**src/rtl/common_types_pkg.sv**
```systemverilog
// Shared types for the front-end playback block: UART receiver and
// playback FSM state encodings plus the UART character width.
package common_types_pkg;

    localparam int UART_DATA_BITS = 8;

    typedef enum logic [1:0] {
        IDLE,
        START,
        DATA,
        STOP
    } uart_rx_state_t;

    typedef enum logic [1:0] {
        P_IDLE,
        P_FILL,
        P_PLAY
    } play_state_t;

endpackage : common_types_pkg

```
**src/rtl/uart_rx.sv**
```systemverilog
// 8N1 UART receiver: two-flop input synchroniser followed by a mid-bit
// sampling FSM. Emits one-cycle rx_valid / rx_frame_err pulses.
module uart_rx
    import common_types_pkg::*;
#(
    parameter int CLKS_PER_BIT = 20
) (
    input  logic                      clk,
    input  logic                      rst,
    input  logic                      rxd_async_i,
    output logic [UART_DATA_BITS-1:0] rx_byte,
    output logic                      rx_valid,
    output logic                      rx_frame_err
);

    localparam int CNT_W = $clog2(CLKS_PER_BIT);
    localparam int IDX_W = $clog2(UART_DATA_BITS);

    localparam logic [CNT_W-1:0] HALF_BIT_LAST = CNT_W'(CLKS_PER_BIT / 2 - 1);
    localparam logic [CNT_W-1:0] FULL_BIT_LAST = CNT_W'(CLKS_PER_BIT - 1);
    localparam logic [IDX_W-1:0] LAST_BIT_IDX  = IDX_W'(UART_DATA_BITS - 1);

    logic                      rxd_meta_q;
    logic                      rxd_sync_q;
    uart_rx_state_t            state_q;
    logic [CNT_W-1:0]          cnt_q;
    logic [IDX_W-1:0]          bit_idx_q;
    logic [UART_DATA_BITS-1:0] shreg_q;
    logic [UART_DATA_BITS-1:0] rx_byte_q;
    logic                      rx_valid_q;
    logic                      rx_frame_err_q;

    // Bring the asynchronous line into the clk domain; idles high so reset does not fake a start bit.
    // NOTE: sequential state uses non-blocking assignments so every flop samples pre-edge values.
    always_ff @(posedge clk or posedge rst) begin
        if (rst) begin
            rxd_meta_q <= 1'b1;
            rxd_sync_q <= 1'b1;
        end else begin
            rxd_meta_q <= rxd_async_i;
            rxd_sync_q <= rxd_meta_q;
        end
    end

    // Frame FSM: qualify the start bit at half a bit, then sample data and stop at mid-bit.
    always_ff @(posedge clk or posedge rst) begin
        if (rst) begin
            state_q        <= IDLE;
            cnt_q          <= '0;
            bit_idx_q      <= '0;
            shreg_q        <= '0;
            rx_byte_q      <= '0;
            rx_valid_q     <= 1'b0;
            rx_frame_err_q <= 1'b0;
        end else begin
            rx_valid_q     <= 1'b0;
            rx_frame_err_q <= 1'b0;
            case (state_q)
                IDLE: begin
                    cnt_q <= '0;
                    if (!rxd_sync_q) begin
                        state_q <= START;
                    end
                end
                START: begin
                    if (cnt_q == HALF_BIT_LAST) begin
                        cnt_q     <= '0;
                        bit_idx_q <= '0;
                        // A line that has gone high again was a glitch, not a start bit.
                        state_q   <= rxd_sync_q ? IDLE : DATA;
                    end else begin
                        cnt_q <= cnt_q + 1'b1;
                    end
                end
                DATA: begin
                    if (cnt_q == FULL_BIT_LAST) begin
                        cnt_q   <= '0;
                        shreg_q <= {rxd_sync_q, shreg_q[UART_DATA_BITS-1:1]};
                        if (bit_idx_q == LAST_BIT_IDX) begin
                            state_q <= STOP;
                        end else begin
                            bit_idx_q <= bit_idx_q + 1'b1;
                        end
                    end else begin
                        cnt_q <= cnt_q + 1'b1;
                    end
                end
                STOP: begin
                    if (cnt_q == FULL_BIT_LAST) begin
                        cnt_q   <= '0;
                        state_q <= IDLE;
                        if (rxd_sync_q) begin
                            rx_byte_q  <= shreg_q;
                            rx_valid_q <= 1'b1;
                        end else begin
                            rx_frame_err_q <= 1'b1;
                        end
                    end else begin
                        cnt_q <= cnt_q + 1'b1;
                    end
                end
                default: state_q <= IDLE;
            endcase
        end
    end

    assign rx_byte      = rx_byte_q;
    assign rx_valid     = rx_valid_q;
    assign rx_frame_err = rx_frame_err_q;

endmodule : uart_rx

```
**src/rtl/fem_playback.sv**
```systemverilog
// Front-end playback: UART bytes are buffered in a byte FIFO and replayed
// LSB-first as a 1-bit sample stream at one sample per SAMPLE_DIV clocks.
module fem_playback
    import common_types_pkg::*;
#(
    parameter int CLKS_PER_BIT = 20,
    parameter int SAMPLE_DIV   = 25,
    parameter int FIFO_DEPTH   = 64,
    parameter int PREFILL      = 16
) (
    input  logic                        clk,
    input  logic                        rst,
    input  logic                        uart_rxd,
    input  logic                        play_en,
    output logic                        sample_o,
    output logic                        sample_stb,
    output logic [$clog2(FIFO_DEPTH):0] fifo_level,
    output logic                        underflow,
    output logic                        overflow,
    output logic                        frame_err
);

    localparam int PTR_W = $clog2(FIFO_DEPTH);
    localparam int LVL_W = PTR_W + 1;
    localparam int DIV_W = (SAMPLE_DIV > 1) ? $clog2(SAMPLE_DIV) : 1;

    localparam logic [LVL_W-1:0] LVL_FULL    = LVL_W'(FIFO_DEPTH);
    localparam logic [LVL_W-1:0] LVL_PREFILL = LVL_W'(PREFILL);
    localparam logic [DIV_W-1:0] DIV_LAST    = DIV_W'(SAMPLE_DIV - 1);

    // Receiver
    logic [UART_DATA_BITS-1:0] rx_byte;
    logic                      rx_valid;
    logic                      rx_frame_err;

    uart_rx #(
        .CLKS_PER_BIT (CLKS_PER_BIT)
    ) u_uart_rx (
        .clk          (clk),
        .rst          (rst),
        .rxd_async_i  (uart_rxd),
        .rx_byte      (rx_byte),
        .rx_valid     (rx_valid),
        .rx_frame_err (rx_frame_err)
    );

    // FIFO state
    logic [UART_DATA_BITS-1:0] mem [FIFO_DEPTH];
    logic [PTR_W-1:0]          wr_ptr_q, wr_ptr_d;
    logic [PTR_W-1:0]          rd_ptr_q, rd_ptr_d;
    logic [LVL_W-1:0]          level_q, level_d;
    logic                      overflow_q, frame_err_q;
    logic                      fifo_full, fifo_empty, push, pop;
    logic [UART_DATA_BITS-1:0] rd_data;

    // Playback state
    play_state_t               state_q;
    logic [DIV_W-1:0]          div_q;
    logic [UART_DATA_BITS-1:0] shreg_q;
    logic [3:0]                bit_cnt_q;
    logic                      sample_q, stb_q, underflow_q;
    logic                      tick;

    assign rd_data = mem[rd_ptr_q];

    // FIFO control and pointer next-state; pop requests come from the playback FSM conditions.
    // NOTE: every signal gets a default at the top so no path through the block can infer a latch.
    always_comb begin
        fifo_full  = (level_q == LVL_FULL);
        fifo_empty = (level_q == '0);
        tick       = (state_q == P_PLAY) && (div_q == DIV_LAST);
        push       = rx_valid && !fifo_full;
        pop        = 1'b0;
        if (play_en) begin
            if (state_q == P_FILL && level_q >= LVL_PREFILL) begin
                pop = 1'b1;
            end else if (tick && bit_cnt_q == 4'd1 && !fifo_empty) begin
                pop = 1'b1;
            end
        end
        wr_ptr_d = push ? wr_ptr_q + 1'b1 : wr_ptr_q;
        rd_ptr_d = pop  ? rd_ptr_q + 1'b1 : rd_ptr_q;
        level_d  = level_q;
        if (push && !pop) begin
            level_d = level_q + 1'b1;
        end else if (pop && !push) begin
            level_d = level_q - 1'b1;
        end
    end

    // FIFO pointers, level and the sticky receive-side flags.
    always_ff @(posedge clk or posedge rst) begin
        if (rst) begin
            wr_ptr_q    <= '0;
            rd_ptr_q    <= '0;
            level_q     <= '0;
            overflow_q  <= 1'b0;
            frame_err_q <= 1'b0;
        end else begin
            wr_ptr_q <= wr_ptr_d;
            rd_ptr_q <= rd_ptr_d;
            level_q  <= level_d;
            if (rx_valid && fifo_full) begin
                overflow_q <= 1'b1;
            end
            if (rx_frame_err) begin
                frame_err_q <= 1'b1;
            end
        end
    end

    // FIFO storage write port.
    // NOTE: the storage array has no reset; the pointers and level decide which entries are valid.
    always_ff @(posedge clk) begin
        if (push) begin
            mem[wr_ptr_q] <= rx_byte;
        end
    end

    // Playback FSM: prefill, then shift one sample out per tick and refill the shift register.
    always_ff @(posedge clk or posedge rst) begin
        if (rst) begin
            state_q     <= P_IDLE;
            div_q       <= '0;
            shreg_q     <= '0;
            bit_cnt_q   <= '0;
            sample_q    <= 1'b0;
            stb_q       <= 1'b0;
            underflow_q <= 1'b0;
        end else begin
            stb_q <= 1'b0;
            if (!play_en) begin
                state_q   <= P_IDLE;
                div_q     <= '0;
                shreg_q   <= '0;
                bit_cnt_q <= '0;
            end else begin
                case (state_q)
                    P_IDLE: begin
                        state_q <= P_FILL;
                    end
                    P_FILL: begin
                        div_q <= '0;
                        if (pop) begin
                            shreg_q   <= rd_data;
                            bit_cnt_q <= 4'd8;
                            state_q   <= P_PLAY;
                        end
                    end
                    P_PLAY: begin
                        if (tick) begin
                            div_q    <= '0;
                            sample_q <= shreg_q[0];
                            stb_q    <= 1'b1;
                            if (bit_cnt_q == 4'd1) begin
                                if (pop) begin
                                    shreg_q   <= rd_data;
                                    bit_cnt_q <= 4'd8;
                                end else begin
                                    // Starved: sample_o keeps its last value while we refill.
                                    underflow_q <= 1'b1;
                                    bit_cnt_q   <= '0;
                                    state_q     <= P_FILL;
                                end
                            end else begin
                                shreg_q   <= {1'b0, shreg_q[UART_DATA_BITS-1:1]};
                                bit_cnt_q <= bit_cnt_q - 4'd1;
                            end
                        end else begin
                            div_q <= div_q + 1'b1;
                        end
                    end
                    default: state_q <= P_IDLE;
                endcase
            end
        end
    end

    assign sample_o   = sample_q;
    assign sample_stb = stb_q;
    assign fifo_level = level_q;
    assign underflow  = underflow_q;
    assign overflow   = overflow_q;
    assign frame_err  = frame_err_q;

endmodule : fem_playback
```
**config.mk**
```make
export PLATFORM = sky130hd
export DESIGN_NAME = fem_playback
export DESIGN_NICKNAME = d
export VERILOG_FILES = /design/src/rtl/common_types_pkg.sv /design/src/rtl/uart_rx.sv /design/src/rtl/fem_playback.sv
export SDC_FILE = /design/constraint.sdc
export NUM_CORES = 1
export LEC_CHECK = 0
export CORE_ASPECT_RATIO = 1.5
export CORE_MARGIN = 4
export CORE_UTILIZATION = 35
export CTS_CLUSTER_SIZE = 20
export DETAILED_ROUTE_END_ITERATION = 6
export PLACE_DENSITY = 0.61
export REMOVE_ABC_BUFFERS = 1
export SYNTH_ARGS = -nofsm -noshare
export SYNTH_HDL_FRONTEND = slang
export SYNTH_SLANG_ARGS = --single-unit
export TNS_END_PERCENT = 100
```
**constraint.sdc**
```tcl
create_clock -name clk -period 3.4 [get_ports clk]
set_input_delay 0.68 -clock clk [delete_from_list [all_inputs] [get_ports clk]]
set_output_delay 0.68 -clock clk [all_outputs]
set_load 0.1 [all_outputs]
```
==> results.yml, run 1 <==
detailed_routing:
  viasPerCell: 5.23
  drc: 0
  route.met2.wl_um: 28700
  ant_nets: 0
  wire_per_inst_um: 22.9
  drtIter0Drc: 867
  routed.top_layer: "met4"
  met3_length_um: 2310
  firstDrtPassIters: 7
  via_count: 12200
  met1_length_um: 20100
  routed_wirelength_um: 53400
floorplan:
  initial_core_util_pct: 35.4
  die_x_um: 220
  num_rows: 116
  dieHeight_um: 326
  die-area_um2: 71700
  ios: 16
  core_area_um2: 66800
clocking:
  clock-sinks: 585
  clockRootBuffer: "clkbuf_16"
  numCtsBuffers: 54
  clock_latency_ps: 620
  path_clk_slew_ps: 70
  cts_tree: "done"
  cts-htree-levels: 2
  clockBufferDepth: 3
grt:
  grt_pass1_wl_um: 80600
  grt_pass1_vias: 12600
  antenna_found_initial: 0
  grt_max_degree: 74
  grt.total_usage_pct: 14.9
  grt_overflow: 0
worst_setup_path:
  critPathKind: "reg -> reg"
  end_kind: "flip-flop"
  start_kind: "flip-flop"
  path_max_fanout: 3
  cp.arrival_ps: 3770
  r2r_setup_slack_ps: 170
  r2r-end: "fifo_level[6]$_DFFE_PP0P_"
  r2r-start: "bit_cnt_q[1]$_DFFE_PP0P_"
  r2r_cells: 17
  crit_required_ps: 3940
sta:
  fin_crit_sh_pct: 94.9
  timing.final.ws_setup_ps: 174
  slew_violations: 0
  fmax_mhz: 310
  worst_pin_slew_ps: 1220
  finalSetupViolations: 0
  hold_viol_final: 0
  fin_crit_ps: 3230
  fin_skew_ps: 21.5
  relSlewSlack_pct: 18.5
synthesis:
  synthesis.area_um2: 23600
  synth_top_area_share_pct: 65.1
  async_flop_share_pct: 12.5
  ys.flop_type: "edfxtp_1"
  yosys.area.top_type: "edfxtp_1"
  synth_seq_area_share_pct: 72.9
  synthTopCellsByCount: "edfxtp_1, nor2_1, mux4_2"
  synth-edff-count: 512
  ys_top_cells_by_area: "edfxtp_1, mux4_2, dfrtp_1, mux2i_1, mux2_2"
  ys_seq_elements: 585
  synth_cells: 1329
  netlist-cell-type-count: 71
  yosysWarnings: 0
  syn_avg_cell_area_um2: 17.8
  synth.most_common_cell: "edfxtp_1"
run:
  maxCapViolCount: 0
power_and_ir_drop:
  power.total_mw: 14.0
  powerDensity_nw_per_um2: 522
  vdd_drop_max_mv: 0.403
  p_leak_nw: 8.02
placed_design:
  dp_worst_setup_slack_ps: 59.7
  dp_hpwl_um: 35400
  gp_congestion: 0.830
  placed_cell_area_um2: 25000
  port_buffers: 15
cells_and_area:
  diodes: 0
  seq_area_um2: 17200
  syn2layout_area_growth_pct: 13.9
  nFillCells: 6013
  drive_above_1_share_pct: 22.4
  fin_nets: 1421
  multiInputGateArea_um2: 5970
  fin_area_um2: 26900
min_path:
  hold_path.class: "reg -> reg"
  min-delay-start: "u_uart_rx.rxd_meta_q$_DFF_PP1_"
  holdPathStages: 0
  whs_endpoint: "u_uart_rx.rxd_sync_q$_DFF_PP1_"
status:
  status: "finished, final reports clean"
==> cells in the final DEF, fill, tap and decap left out, types with 6 or more instances in the layout <==
master       n
clkinv_2    16
inv_1       11
o211ai_1     9
clkbuf_1     7
clkinv_1     9
a211oi_1    14
ha_1        16
xnor2_1     13
nand2_1     66
a22o_1      10
bufinv_16    7
dfrtp_1     60
a221oi_1    13
o22ai_1     10
and3_1       8
mux2i_1     82
dfrtp_2      9
mux4_2      84
o21ai_0     32
a21oi_1     11
nor2b_1     16
mux2_2      40
nor2_1      99
xor2_1       6
buf_12       7
o221ai_1    10
clkbuf_16   55
a21o_1       8
edfxtp_1   512
a22oi_1     22
nand3_1     12
nor3_1      11
buf_4       69
==> power by group <==
part	switching (mW)	internal, mW	total, mW
sequential	0.0279	7.72	7.75
combinational	0.0529	0.0348	0.0877
clock	2.67	3.52	6.19
==> worst max path at each step <==
stage                                      to  cells after the start                      from  slack (ps)
detailed placement  fifo_level[6]$_DFFE_PP0P_                     17  bit_cnt_q[1]$_DFFE_PP0P_          60
floorplan              shreg_q[3]$_DFFE_PP0P_                      5   rd_ptr_q[0]$_DFFE_PP0N_       -3170
finish              fifo_level[6]$_DFFE_PP0P_                     17  bit_cnt_q[1]$_DFFE_PP0P_         170
global route        fifo_level[6]$_DFFE_PP0P_                     17  bit_cnt_q[1]$_DFFE_PP0P_         -20
global placement    fifo_level[6]$_DFFE_PP0P_                     17  bit_cnt_q[1]$_DFFE_PP0P_         110
CTS                 fifo_level[6]$_DFFE_PP0P_                     17  bit_cnt_q[1]$_DFFE_PP0P_           5
==> kinds of logic after synthesis <==
group | Yosys count | share of synthesized area, %
DFF | 585 | 72.9
and+or+nand+nor | 249 | 4.86
adders and majority gates | 18 | 0.986
buffers and inverters | 83 | 1.97
muxes | 206 | 13.4
AOI/OAI and AO/OA | 169 | 5.19
xor gates and xnor gates | 19 | 0.705
==> critical path: stages (launching register included) <==
cell and delay [ps]:
dfrtp_1 400, inv_2 70, ha_2 170, or3b_4 400, nor3_4 180, a2bb2oi_2 170
and2_4 170, inv_2 40, ha_1 200, inv_2 70, ha_1 230, nor2b_1 140
o21ai_1 130, nand2b_1 90, a21o_1 190, a21oi_2 140, mux2i_1 240, xnor2_1 130
==> layer usage <==
metal  global-route usage (%)  vias to the layer above
met4                     6.31                        0
li1                         -                     5410
met5                        0                        -
met2                     26.9                      315
met1                     17.7                     6366
met3                     2.09                      100
==> through the flow <==
step,setup TNS [ps],util [%],instances,hold slack [ps]
floorplan,-39540,-,1262,345
detailed placement,0,37.5,2227,348
finish,0,40.3,2329,356
CTS,0,40.2,2328,357
global placement,0,37.5,2227,347
global route,-20.6,40.3,2329,360
==> registers in the layout, summed over array words and instances (netlist names), named ones only <==
signal,count
bit_cnt_q,4
div_q,5
fifo_level,7
frame_err,1
mem,512
overflow,1
rd_ptr_q,6
sample_o,1
sample_stb,1
shreg_q,8
state_q,2
u_uart_rx.bit_idx_q,3
u_uart_rx.cnt_q,5
u_uart_rx.rx_byte,8
u_uart_rx.rx_frame_err,1
u_uart_rx.rx_valid,1
u_uart_rx.rxd_meta_q,1
u_uart_rx.rxd_sync_q,1
u_uart_rx.shreg_q,8
u_uart_rx.state_q,1
underflow,1
wr_ptr_q,6
==> what timing repair did <==
item | CTS | global route
hold buffers | 0 | 0
resized for setup | 0 | 11
endpoints found under the hold margin | 0 | 0
setup buffers | 0 | 1
endpoints found under the setup margin | 0 | 2
==> layout make-up <==
type	instances	area share, %
clock buffer	62	5.22
tap	885	4.12
inverter	16	0.228
sequential	585	64.1
multi-input combinational	661	22.2
timing repair buffer	81	2.64
clock inverter	39	1.50
No activity file was read; power rests on OpenSTA's default activity.
==> inputs of run 2 (changes only) <==
Settings changed: CORE_UTILIZATION 35 to 40, CTS_CLUSTER_SIZE 20 to 8, PLACE_DENSITY 0.61 to 0.67.
==> run 2 against run 1 <==
- via count up 1.4%
- first-iteration DRC count up 32%
- critical path depth did not move
- flip-flop and latch count unchanged
- maximum frequency shrank 0.11%
- critical path type unchanged
- largest cell class unchanged
==> results.yml, run 2 (same netlist as run 1, synthesis figures left out) <==
worst_setup_path:
  path_common_cell: "ha_1"
  cp.arrival_ps: 3740
  r2r_cells: 17
  r2r-end: "fifo_level[6]$_DFFE_PP0P_"
  path_max_fanout: 3
  r2r_setup_slack_ps: 170
  start_kind: "flip-flop"
  path_cells: "inv_1, ha_1, or3b_4, nor3_4, a2bb2oi_2, and2_4, inv_2, ha_1, inv_2, ha_1, nor2b_1, o21ai_1, nand2b_1, a21o_1, a21oi_2, mux2i_1, xnor2_1"
  cp.depth: 17
  crit_slowest_cell: "or3b_4"
  end_kind: "flip-flop"
  critPathKind: "reg -> reg"
  crit_required_ps: 3910
  path_buf_inv: 3
  worstSetupEndpoint: "fifo_level[6]$_DFFE_PP0P_"
  r2r-start: "bit_cnt_q[1]$_DFFE_PP0P_"
  critPathMaxStageDelay_ps: 400
  worstSetupStartpoint: "bit_cnt_q[1]$_DFFE_PP0P_"
  critPathTopFamily: "simple AND/OR/NAND/NOR gates"
clocking:
  cts_tree: "done"
  cts-htree-levels: 3
  clock-sinks: 585
  path_clk_slew_ps: 50
  clock_latency_ps: 600
  post_cts_buffers: 0
  clockRootBuffer: "clkbuf_16"
  numCtsBuffers: 83
  ctsHoldBuffers: 0
  clockBufferDepth: 3
grt:
  grt_max_degree: 74
  grt-busiest-layer: "met2"
  use_met3_pct: 2.58
  met2_usage_pct: 30.5
  use_met1_pct: 20.0
  grt_pass1_vias: 13100
  grt_pass1_wl_um: 81200
  grt_overflow: 0
  antenna_found_initial: 0
  grt.total_usage_pct: 17.1
cells_and_area:
  largest_reg_flops: 512
  fin_nets: 1450
  diodes: 0
  layout_commonest_cell: "edfxtp_1"
  layout_common_cells: "edfxtp_1, nor2_1, clkbuf_16"
  largest_register: "mem"
  fin_cells: 2236
  fin_area_um2: 27200
  syn2layout_area_growth_pct: 15.2
  drive_above_1_share_pct: 22.0
detailed_routing:
  drc: 0
  routed_wirelength_um: 53100
  drtIter0Drc: 1145
  via_count: 12400
  firstDrtPassIters: 7
  ant_nets: 0
  wire_per_inst_um: 23.7
  viasPerCell: 5.53
sta:
  fin_skew_ps: 29.8
  worst_pin_slew_ps: 1270
  slew_violations: 0
  fin_crit_sh_pct: 95.0
  finalSetupViolations: 0
  fin_crit_ps: 3230
  fmax_mhz: 310
  tns_ps: 0
  relSlewSlack_pct: 15.1
  hold_viol_final: 0
  whs_ps: 359
min_path:
  hold_path.class: "reg -> reg"
  holdPathStages: 0
placed_design:
  dp_cells: 2113
  placed_cell_area_um2: 24800
  port_buffers: 15
  dp_hpwl_um: 34200
  gp_congestion: 0.876
power_and_ir_drop:
  p_leak_nw: 8.26
  power.total_mw: 15.2
  powerDensity_nw_per_um2: 560
  vdd_drop_max_mv: 0.383
floorplan:
  num_rows: 108
  die_x_um: 206
  initial_core_util_pct: 40.6
  ios: 16
  dieHeight_um: 306
  core_area_um2: 58100
  die-area_um2: 63000
status:
  status: "finished, final reports clean"
run:
  maxCapViolCount: 0
[run 2: changes by cell type in the layout (fill, tap and decap cells not counted), sizes merged]
cell / before / now
clkinv: 26 / 4
clkinvlp: 4 / 0
inv: 18 / 14
bufinv: 7 / 0
clkbuf: 62 / 121
[run 2: cell type report]
type / count / area, um2
inverters: 16 / 61.3
fillers: 4916 / 30900
clock inverters: 2 / 21.3
clock buffers: 121 / 2290
well taps: 770 / 963
multi-input cells: 661 / 5950
flip-flops and latches: 585 / 17200
repair buffers: 81 / 662
[run 2: worst min path at each step]
stage                                    from                              to  slack, ps
2_1_floorplan  u_uart_rx.rxd_meta_q$_DFF_PP1_  u_uart_rx.rxd_sync_q$_DFF_PP1_        350
3_3_place_gp   u_uart_rx.rxd_meta_q$_DFF_PP1_  u_uart_rx.rxd_sync_q$_DFF_PP1_        350
3_5_place_dp   u_uart_rx.rxd_meta_q$_DFF_PP1_  u_uart_rx.rxd_sync_q$_DFF_PP1_        360
4_1_cts        u_uart_rx.rxd_meta_q$_DFF_PP1_  u_uart_rx.rxd_sync_q$_DFF_PP1_        360
5_1_grt        u_uart_rx.rxd_meta_q$_DFF_PP1_  u_uart_rx.rxd_sync_q$_DFF_PP1_        370
6_report       u_uart_rx.rxd_meta_q$_DFF_PP1_  u_uart_rx.rxd_sync_q$_DFF_PP1_        360
[run 2: worst reg2reg max path, delay by kind of cell, from the launching register on]
family          cells  cell delay [ps]
compound gates      4              640
fa+ha+maj           3              580
mux                 1              240
simple gates        5              980
flops               1              380
xor+xnor            1              130
buf+inv             3              200
[run 2: report_power, final]
part / switching, mW / total [mW] / internal (mW)
sequential: 0.0281 / 7.77 / 7.74
combinational: 0.0528 / 0.0874 / 0.0346
clock: 2.79 / 7.37 / 4.58
total: 2.87 / 15.2 / 12.4
[run 2: what timing repair did]
action                                  4_1_cts  5_1_grt
gates resized for setup                       0        8
endpoints found under the hold margin         0        0
endpoints found under the setup margin        0        2
[run 2: routing by layer]
layer | vias to the layer above | wire [um] | share of wire, %
met3 | 107 | 2280 | 4.3
met4 | 0 | 2440 | 4.6
met2 | 331 | 28800 | 54
met5 | - | 0 | 0
met1 | 6452 | 19600 | 37
li1 | 5473 | - | -
[run 2: metrics by stage]
| step | worst slack, ps | utilization, % |
|---|---|---|
| 6_report | 170 | 46.8 |
| 5_1_grt | -16.8 | 46.8 |
| 4_1_cts | 66.6 | 46.7 |
| 3_5_place_dp | 90.8 | 42.7 |
| 3_3_place_gp | 91.5 | 42.7 |
| 2_1_floorplan | -3170 | - |
==> inputs of run 3 (changes only) <==
Settings changed: CAP_MARGIN set to 20, CORE_UTILIZATION 40 to 55, PLACE_DENSITY 0.67 to 0.84.
==> run 3 against run 2 <==
- clock skew grew 3.8 ps
- worst setup slack lost 36 ps
- total power is 0.22% higher
- die area decreased by 26%
- flip-flop and latch count is the same
- sequential power barely moved
- final cell count down 9.6%
- clock-buffer cell count shrank 4
- register-to-register slack lost 40 ps
- critical path type unchanged
- critical endpoint is now fifo_level[5]$_DFFE_PP0P_
- largest cell class unchanged
- largest power group unchanged
==> results.yml, run 3 (same netlist as run 1, synthesis figures left out) <==
sta:
  fin_crit_sh_pct: 96.1
  timing.final.ws_setup_ps: 134
  slew_violations: 0
  finalSetupViolations: 0
  hold_viol_final: 0
  worst_pin_slew_ps: 1130
  fin_crit_ps: 3270
  fmax_mhz: 306
  fin_skew_ps: 33.7
  relSlewSlack_pct: 24.4
worst_setup_path:
  end_kind: "flip-flop"
  path_buf_inv: 4
  path_max_fanout: 6
  cp.arrival_ps: 3740
  start_kind: "flip-flop"
  r2r-end: "fifo_level[5]$_DFFE_PP0P_"
  critPathMaxStageDelay_ps: 410
  r2r_setup_slack_ps: 130
  cp.depth: 17
  critPathKind: "reg -> reg"
  r2r_cells: 17
  r2r-start: "bit_cnt_q[1]$_DFFE_PP0P_"
  crit_slowest_cell: "dfrtp_1"
  critPathTopFamily: "simple AND/OR/NAND/NOR gates"
  crit_required_ps: 3870
  path_cells: "inv_2, ha_2, or3b_4, nor3_4, a2bb2oi_2, and2_4, inv_2, ha_2, inv_1, buf_4, ha_1, a21oi_1, nand2_1, a21o_1, a21oi_1, xor2_1, o21ai_0"
placed_design:
  dp_worst_setup_slack_ps: -7.29
  port_buffers: 15
  dp_hpwl_um: 32300
  gp_congestion: 0.886
power_and_ir_drop:
  power.total_mw: 15.3
  powerDensity_nw_per_um2: 567
  vdd_drop_max_mv: 0.388
  p_leak_nw: 8.21
cells_and_area:
  layout_commonest_cell: "edfxtp_1"
  diodes: 0
  seq_area_um2: 17200
  layout_common_cells: "edfxtp_1, nor2_1, clkbuf_16"
  largest_register: "mem"
  drive_above_1_share_pct: 21.8
  fin_nets: 1441
  largest_reg_flops: 512
  syn2layout_area_growth_pct: 14.1
  multiInputGateArea_um2: 5960
  nFillCells: 2724
clocking:
  clock_latency_ps: 600
  numCtsBuffers: 83
  clock-sinks: 585
  clockRootBuffer: "clkbuf_16"
  cts_tree: "done"
  cts-htree-levels: 3
  ctsHoldBuffers: 0
  clockBufferDepth: 3
  path_clk_slew_ps: 50
detailed_routing:
  firstDrtPassIters: 5
  via_count: 13100
  viasPerCell: 6.48
  drc: 0
  drtIter0Drc: 1435
  wire_per_inst_um: 27.3
  ant_nets: 0
  routed_wirelength_um: 55300
min_path:
  holdPathStages: 0
  hold_path.class: "reg -> reg"
  min-delay-start: "u_uart_rx.rxd_meta_q$_DFF_PP1_"
  whs_endpoint: "u_uart_rx.rxd_sync_q$_DFF_PP1_"
grt:
  grt_max_degree: 66
  grt_pass1_vias: 13600
  grt.total_usage_pct: 24.1
  grt_pass1_wl_um: 83900
  grt_overflow: 0
  antenna_found_initial: 0
floorplan:
  dieHeight_um: 262
  num_rows: 92
  die_x_um: 177
  die-area_um2: 46400
  core_area_um2: 42200
  initial_core_util_pct: 55.9
  ios: 16
run:
  maxCapViolCount: 0
status:
  status: "finished, final reports clean"
==> run 3: cell count changes in the layout (fill, tap and decap cells not counted), moves of 2 or more <==
cell      previous run  this run
inv_6                0         3
ha_1                17        15
buf_12               3         9
buf_4               72        58
ha_2                 0         2
clkbuf_1            34        32
==> run 3: worst max path at each step <==
| stage | slack [ps] | endpoint | startpoint |
|---|---|---|---|
| final | 130 | fifo_level[5]$_DFFE_PP0P_ | bit_cnt_q[1]$_DFFE_PP0P_ |
| after global routing | -30 | fifo_level[6]$_DFFE_PP0P_ | bit_cnt_q[1]$_DFFE_PP0P_ |
| after CTS | 9 | fifo_level[6]$_DFFE_PP0P_ | bit_cnt_q[1]$_DFFE_PP0P_ |
| after detailed placement | -7 | fifo_level[6]$_DFFE_PP0P_ | bit_cnt_q[1]$_DFFE_PP0P_ |
| after global placement | 100 | fifo_level[6]$_DFFE_PP0P_ | bit_cnt_q[1]$_DFFE_PP0P_ |
| after floorplan | -3170 | shreg_q[3]$_DFFE_PP0P_ | rd_ptr_q[0]$_DFFE_PP0N_ |
==> run 3: layout make-up <==
type	instances	area share [%]
clock buffer	117	8.34
clock inverter	6	0.251
multi-input combinational	661	22.1
inverter	16	0.228
sequential	585	64.0
timing repair buffer	72	2.47
tap	564	2.62
==> run 3: power breakdown <==
part           internal, mW  switching, mW
Clock                  4.53           2.88
Sequential             7.74         0.0293
Combinational        0.0348         0.0544
==> run 3: metal layers <==
layer	up-vias	global-route usage (%)	share of wire (%)
met5	-	0	0
met2	822	42.6	53
li1	5454	-	-
met4	0	11.9	5.2
met3	205	4.25	7.7
met1	6618	28.7	34
==> run 3: per-stage QoR <==
step / hold WS [ps] / TNS (ps) / area, um2 / util [%] / cells
floorplan: 345 / -39540 / 23200 / - / 1262
global placement: 347 / 0 / 24500 / 58.0 / 1892
detailed placement: 347 / -7.29 / 24500 / 58.0 / 1893
CTS: 354 / 0 / 26800 / 63.5 / 2016
global route: 359 / -34.2 / 26900 / 63.7 / 2021
finish: 353 / 0 / 26900 / 63.7 / 2021
==> run 3: what timing repair did <==
action                     CTS  global route
setup endpoints to repair    2             2
cloned                       0             0
pin swaps                    1             2
buffers inserted             0             2
gates resized for setup      2             7
==> run 3: worst reg2reg max path, stage by stage (launching register included) <==
cell	delay, ps
dfrtp_1	410
inv_2	80
ha_2	170
or3b_4	400
nor3_4	150
a2bb2oi_2	170
and2_4	160
inv_2	40
ha_2	190
inv_1	90
buf_4	150
ha_1	260
a21oi_1	150
nand2_1	100
a21o_1	190
a21oi_1	170
xor2_1	160
o21ai_0	90
